--- config.mk ---
export PLATFORM = sky130hd
export DESIGN_NAME = inst_fetch_cache
export DESIGN_NICKNAME = d
export VERILOG_FILES = /design/src/rtl/inst_fetch_cache.sv
export SDC_FILE = /design/constraint.sdc
export NUM_CORES = 2
export LEC_CHECK = 0
export CAP_MARGIN = 20
export CORE_MARGIN = 5
export CORE_UTILIZATION = 35
export CTS_CLUSTER_DIAMETER = 150
export CTS_CLUSTER_SIZE = 25
export DETAILED_ROUTE_END_ITERATION = 10
export GPL_TIMING_DRIVEN = 0
export PLACE_DENSITY_LB_ADDON = 0.25
export SLEW_MARGIN = 5
export SYNTH_ARGS = -nofsm -noshare
export SYNTH_HDL_FRONTEND = slang
export SYNTH_SLANG_ARGS = --single-unit
--- constraint.sdc ---
create_clock -name clk -period 54.7 [get_ports clk]
set_clock_uncertainty 0.15 [all_clocks]
set_input_delay 8.205 -clock clk [delete_from_list [all_inputs] [get_ports clk]]
set_output_delay 8.205 -clock clk [all_outputs]
set_load 0.01 [all_outputs]
--- src/rtl/inst_fetch_cache.sv ---
// Direct-mapped read-only instruction cache, 32-byte lines refilled by a 4 x 64-bit burst.
// Optional hit/miss counters are compiled in with `define ICACHE_STATS_EN.
module inst_fetch_cache #(
  parameter int NUM_SETS = 8
) (
  input  logic        clk,
  input  logic        reset,
  input  logic        inst_read,
  input  logic [31:0] inst_addr,
  output logic [31:0] inst_rdata,
  output logic        inst_resp,
  output logic        pmem_read,
  output logic [31:0] pmem_address,
  input  logic [63:0] pmem_rdata,
  input  logic        pmem_resp
`ifdef ICACHE_STATS_EN
  ,
  output logic [31:0] hit_count,
  output logic [31:0] miss_count
`endif
);

  localparam int IDX_W = $clog2(NUM_SETS);
  localparam int TAG_W = 27 - IDX_W;

  // state | meaning
  // IDLE  | lookup; hits answer combinationally, a miss latches the line address
  // FILL  | burst read in progress, one beat stored per pmem_resp
  // WRITE | assembled line, tag and valid committed to the set
  typedef enum logic [1:0] {IDLE, FILL, WRITE} state_t;

  state_t               state, state_nxt;
  logic [NUM_SETS-1:0]  valid_q;
  logic [TAG_W-1:0]     tag_q  [NUM_SETS];
  logic [255:0]         data_q [NUM_SETS];
  logic [255:0]         line_buf;
  logic [26:0]          line_addr;
  logic [1:0]           beat_cnt;

  logic [IDX_W-1:0]     req_idx;
  logic [TAG_W-1:0]     req_tag;
  logic [2:0]           req_word;
  logic [IDX_W-1:0]     line_idx;
  logic [TAG_W-1:0]     line_tag;
  logic                 hit;
  logic                 miss;
  logic                 unused_addr_bits;

  assign req_idx          = inst_addr[4+IDX_W:5];
  assign req_tag          = inst_addr[31:5+IDX_W];
  assign req_word         = inst_addr[4:2];
  assign line_idx         = line_addr[IDX_W-1:0];
  assign line_tag         = line_addr[26:IDX_W];
  assign unused_addr_bits = ^inst_addr[1:0];
  assign pmem_address     = {line_addr, 5'b0};

  assign hit  = (state == IDLE) & inst_read & valid_q[req_idx] & (tag_q[req_idx] == req_tag);
  assign miss = (state == IDLE) & inst_read & ~hit;

  always_comb begin
    state_nxt  = state;
    pmem_read  = 1'b0;
    inst_resp  = 1'b0;
    inst_rdata = '0;
    case (state)
      IDLE: begin
        inst_resp = hit;
        if (hit) inst_rdata = data_q[req_idx][{req_word, 5'b0} +: 32];
        if (miss) state_nxt = FILL;
      end
      FILL: begin
        pmem_read = 1'b1;
        if (pmem_resp && (beat_cnt == 2'd3)) state_nxt = WRITE;
      end
      WRITE:   state_nxt = IDLE;
      default: state_nxt = IDLE;
    endcase
  end

  always_ff @(posedge clk or negedge reset) begin
    if (!reset) begin
      state     <= IDLE;
      valid_q   <= '0;
      beat_cnt  <= 2'd0;
      line_addr <= '0;
    end else begin
      state <= state_nxt;
      if (miss) line_addr <= inst_addr[31:5];
      if ((state == FILL) && pmem_resp) beat_cnt <= beat_cnt + 2'd1;
      if (state == WRITE) valid_q[line_idx] <= 1'b1;
    end
  end

  // Line storage carries no reset: an entry is only observable once its valid bit is set.
  always_ff @(posedge clk) begin
    if ((state == FILL) && pmem_resp) line_buf[{beat_cnt, 6'b0} +: 64] <= pmem_rdata;
    if (state == WRITE) begin
      data_q[line_idx] <= line_buf;
      tag_q[line_idx]  <= line_tag;
    end
  end

`ifdef ICACHE_STATS_EN
  always_ff @(posedge clk or negedge reset) begin
    if (!reset) begin
      hit_count  <= '0;
      miss_count <= '0;
    end else begin
      if (hit)  hit_count  <= hit_count + 32'd1;
      if (miss) miss_count <= miss_count + 32'd1;
    end
  end
`endif

endmodule

# Word-level counts from Yosys, hierarchy flattened
# Memories as Yosys holds them, arrays and structs flattened.
# Index checks and enable logic that the tools add are counted.
# totals
mem_bits_ro	0
wordCells	46
mem_count	2
output_inout_bits	66
input_bits	100
ram_bits	2240
latch_bits	0
register_bits	295
# mem_list
name	depth	word_bits	rd	rd_ports_with_merged_regs	write_ports	line	text
data_q	8	256	1	0	1	35	logic [255:0] data_q [NUM_SETS];
tag_q	8	24	1	0	1	34	logic [TAG_W-1:0] tag_q [NUM_SETS];
# classes
magnitude_cmp	3
n_addsub	2
n_reduce_logical	5
mul	0
bitwise_logic	6
div	0
mux	14
shifts	3
n_eq_ne	6
# op_table
op	count
$bwmux 256	1
$shift 64x10->256 const A	1
$shiftx 256x9->32	1
$shiftx 64x10->256	1
$mux 32	2
$eq 24x24->1	1
$neg 8->10	1
$lt 3x4->1 const B	2
$or 8x8->8	1
$mux 1	6
$and 1x1->1	4
$eq 2x2->1 const B	2
$mux 2	2
$ne 2x2->1 const B	2
$pmux 2 s2	1
$bmux 1 s3	1
$demux 1 s3	1
$ge 3x1->1 const B	1
$logic_and 1x1->1	3
$add 2x1->2 const B	1
$eq 2x1->1 const B	1
$logic_not 2->1	1
$reduce_and 2->1	1
$not 1->1	1

# Longest topological paths before layout
# logic_depth
word_depth	8
ltp_mapped	12

# Worst setup path after synthesis
# No wires, ideal clock.
# synth_path
path_kind	register -> register
startpoint	reg line_addr[0]
endpoint	reg valid_q[0]
n_path_buf	0
required_ns	54.372
path_slack_ns	33.005
arrival_ns	21.367
stages_incl_launch_ff	4
path_cell_list	dfrtp_1 > or3b_2 > nor3_1 > or2_2
# synth_between
elab_chain_len	5
word_cells_on_any_way	6
cone_classes	order compare (2); mux (2); bitwise (1); reduce/logical (1)
# synth_lines
element	line	text
from (decl)	37	logic [26:0] line_addr;
from (signal assigned)	88	if (miss) line_addr <= inst_addr[31:5];
$lt 3x4->1 (implied by the code) or $ge 3x1->1 (tied branches)	90	if (state == WRITE) valid_q[line_idx] <= 1'b1;
$logic_and 1x1->1 (implied by the code)	90	
$mux 1 (implied by the code)	90	
$demux 1 s3 *	90	
$or 8x8->8 (no line) *	n/a	
to (signal assigned)	83	valid_q <= '0;
to (signal, indexed assignment)	90	
to (decl)	33	logic [NUM_SETS-1:0] valid_q;
# Mark *: on every way between the ends. The rest lies on a longest branch, timed or not.
# A chain may end at the register's enable or synchronous reset.

# Worst setup path after layout
# layout_path
startpoint	in inst_addr[5]
endpoint	out inst_rdata[23]
# layout_between
elab_chain_len	6
word_cells_on_any_way	10
cone_classes	eq/ne (1); shift (1); mux (4); bitwise (2); memory (2)
# layout_lines
element	line	text
from (decl)	9	input logic [31:0] inst_addr,
branches (longest 4 deep; another with $mem_v2 8x256)	n/a	
$mux 32 *	68	if (hit) inst_rdata = data_q[req_idx][{req_word, 5'b0} +: 32];
$mux 32 *	65	case (state)
to (decl)	10	output logic [31:0] inst_rdata,
# Every way passes the cells marked *. The select of a mux whose other input is x is not followed.

==> metrics.txt <==
outcome finished, final reports clean; Layout Nets 4,541; number of synthesized register bits 2,535; Seq pwr share 60.8%; H-tree depth 3; post-synth top area cell edfxtp_1; synth-to-layout area growth 13.4%; crit path max-delay cell type a211oi_1; setup ws final 32.49 ns; post-synthesis sequential area ratio 78.8%; Initial DRC Count 4,993; Setup CP Type in2out; Avg Synthesized Cell Area 24.5 um2; Max-Cap Viols 0; CORE AREA 274,000 um2; die height 535 um; first-pass GRT wire length 378 mm; dpl hpwl 191 mm; switching share of power 26.2%; CP Capture Type primary output; Worst slew margin 24.1%; Die X 535 um; row count 192; Worst Tran Pin Value 1.14 ns; Final Max Slew Viols 0; final worst-path cycle share 40.6%; Worst Path Buf+Inv 6; critical-path cell list buf_2 -> buf_2 -> buf_2 -> buf_2 -> mux2i_1 -> xor2_1 -> nand3_1 -> nor4_4 -> nand4_4 -> clkbuf_2 -> a211oi_1 -> clkdlybuf4s50_1; Top delay family on crit path buffers and inverters; dominant cells by area after synthesis edfxtp_1 78%, mux4_2 16%, and2_1 1.7%, dfrtp_1 1.0%, buf_2 0.59%; # fillers 24,000; CTS tree done; Design Power 0.00387 W; Post-synth EDFFs 2,496; CTS resizes 0; Cell Int Power 0.00286 W; Worst EP arrival 13.86 ns; CP max FO 10; Finished Cell Area 109,000 um2; Gate Count Post-Synth 3,941; DRT Wirelength 275 mm; P per Cell Area 35.4 nW/um2; I/O pin cnt 166; commonest non-fill, non-tap cell in the layout edfxtp_1; Syn Std Cell Area 96,400 um2; Worst setup SP type input port; DP Cell Count 7,911; maximum VDD drop 31.3 uV; Leak Pwr 33.9 nW; # DRC 0; Fmax achieved 45.0 MHz; layout cells sized above 1 28.6%; clk root buf clkbuf_16; Gate power share 14.6%; number of port buffers 154; Main synth FF type edfxtp_1; Post-CTS Setup Repair Bufs 0; die area 286,000 um2; switching power 0.00101 W; clk buf depth 3; fraction of registers with async set/reset 1.54%; distinct cell type count after synthesis 44; CTS Buf Count 111; mean routed wirelength per cell 34.1 um; GRT Util Overall 19.0%; most frequent cells in the layout 2,496 x edfxtp_1, 694 x mux4_2, 257 x and2_1; vias in the first global route 44,300; top-area cell type share of the netlist area 77.8%; RSZ-0062 raised after global routing no; max incr delay on CP 0.86 ns; pin count of the biggest net entering global routing 34; endpoints failing setup 0; setup_tns 0 ns; clk sinks 2,535; dpl ws 32.40 ns; Min-Delay Path Class reg2reg; vias per cell 5.50; hold violation count in the final report 0; global route overflow 0; CP most frequent cell buf_2; hold buffers post-CTS 0; Yosys warnings 0; Clock transition at path regs 0.10 ns; post-route ant nets 0; Initial Util 35.2%; clk_lat worst skew 0.78 ns; Clock Power Share 24.7%; Worst Path Required 46.35 ns; total number of vias 44,500; initial antenna violation count 51; Final min period 22.21 ns; GPL Wtd Cong 0.737; Cell Count, Final, Fillers Out 8,080; placed cell area 106,000 um2; Initial DRT Pass Iterations 5
-- cells by family after synthesis --
| kind of cell | Yosys count | synth area share, % |
|---|---|---|
| fa+ha+maj | 5 | 0.0649 |
| mux | 787 | 17.3 |
| buf+inv | 204 | 1.05 |
| flops | 2535 | 78.8 |
| xor+xnor | 22 | 0.200 |
| simple gates | 352 | 2.29 |
| other cells | 1 | 0.00389 |
| compound gates | 35 | 0.266 |
-- sequential cells by signal, summed over array words and instances (netlist names) --
register   count
tag_q        192
state          2
line_buf     256
beat_cnt       2
data_q      2048
line_addr     27
valid_q        8
-- cell usage after synthesis (3+ instances only) --
cell type,n
nand2b_1,5
a221oi_1,6
nand2_1,10
o22ai_1,8
edfxtp_1,2496
nand3_1,3
and2_1,257
dfrtp_1,39
inv_1,3
buf_12,3
mux2_4,19
mux2i_1,48
nor2_1,9
ha_1,5
clkbuf_1,72
or2_2,8
buf_2,114
xnor2_1,6
and3_1,5
nor3b_1,4
nor2b_1,36
a211oi_1,14
mux2_2,25
xor2_1,16
nor3_1,3
mux4_2,694
buf_4,10
-- area by class of cell --
cell class	instances	area, um2	area share, %
flip-flops and latches	2535	75900	69.5
well taps	3589	4490	4.11
clock buffers	126	2920	2.67
clock inverters	4	42.5	0.0389
inverters	3	11.3	0.0103
multi-input cells	1206	19500	17.9
diodes	38	95.1	0.0870
repair buffers	378	5250	4.80
plain buffers	201	1040	0.952
-- power by group through the flow --
stage | sequential [W] | combinational [W] | clock (W)
floorplan | 0.00239 | 0.000206 | 0
detailed placement | 0.00240 | 0.000576 | 0
CTS | 0.00235 | 0.000577 | 0.000978
finish | 0.00235 | 0.000564 | 0.000955
global placement | 0.00243 | 0.000508 | 0
global route | 0.00236 | 0.000580 | 0.00105
-- layer usage --
| metal | part of all wire (%) | GRT usage (%) | vias to the layer above | wire [um] |
|---|---|---|---|---|
| li1 | - | - | 17600 | - |
| met1 | 42 | 26.8 | 25100 | 115000 |
| met2 | 49 | 31.4 | 1579 | 136000 |
| met3 | 6.4 | 2.46 | 244 | 17500 |
| met4 | 2.6 | 5.19 | 6 | 7090 |
| met5 | 0.015 | 0 | - | 41 |
-- path summary, 6_finish.rpt --
| check | start | endpoint | slack (ns) | depth (start not counted) |
|---|---|---|---|---|
| worst max-delay path | inst_addr[5] | inst_rdata[23] | 32.49 | 12 |
| worst min-delay path | valid_q[7] | valid_q[7] | 0.32 | 1 |
| worst max register to register | line_addr[0] | data_q[6][210] | 50.74 | 10 |
| worst min register to register | valid_q[7] | valid_q[7] | 0.32 | 1 |
| max in group asynchronous | reset | line_addr[16] | 46.62 | 2 |
| min in group asynchronous | reset | line_addr[26] | 7.24 | 1 |
-- per-stage QoR --
step	hold WS (ns)	util, %
after global placement	0.296	37.4
after detailed placement	0.302	38.8
after CTS	0.328	39.9
after global routing	0.338	39.9
final	0.322	39.9
after floorplan	0.283	-
-- worst reg2reg max path, stage by stage, from the launching register on --
cell and delay [ns]:
dfrtp_1 0.43, or3b_2 0.58, nor2_4 0.63, buf_12 0.30
buf_16 0.21, buf_12 0.21, buf_12 0.23, buf_12 0.23
buf_12 0.24, buf_16 0.22, buf_12 0.20
No activity file was read; power rests on OpenSTA's default activity.
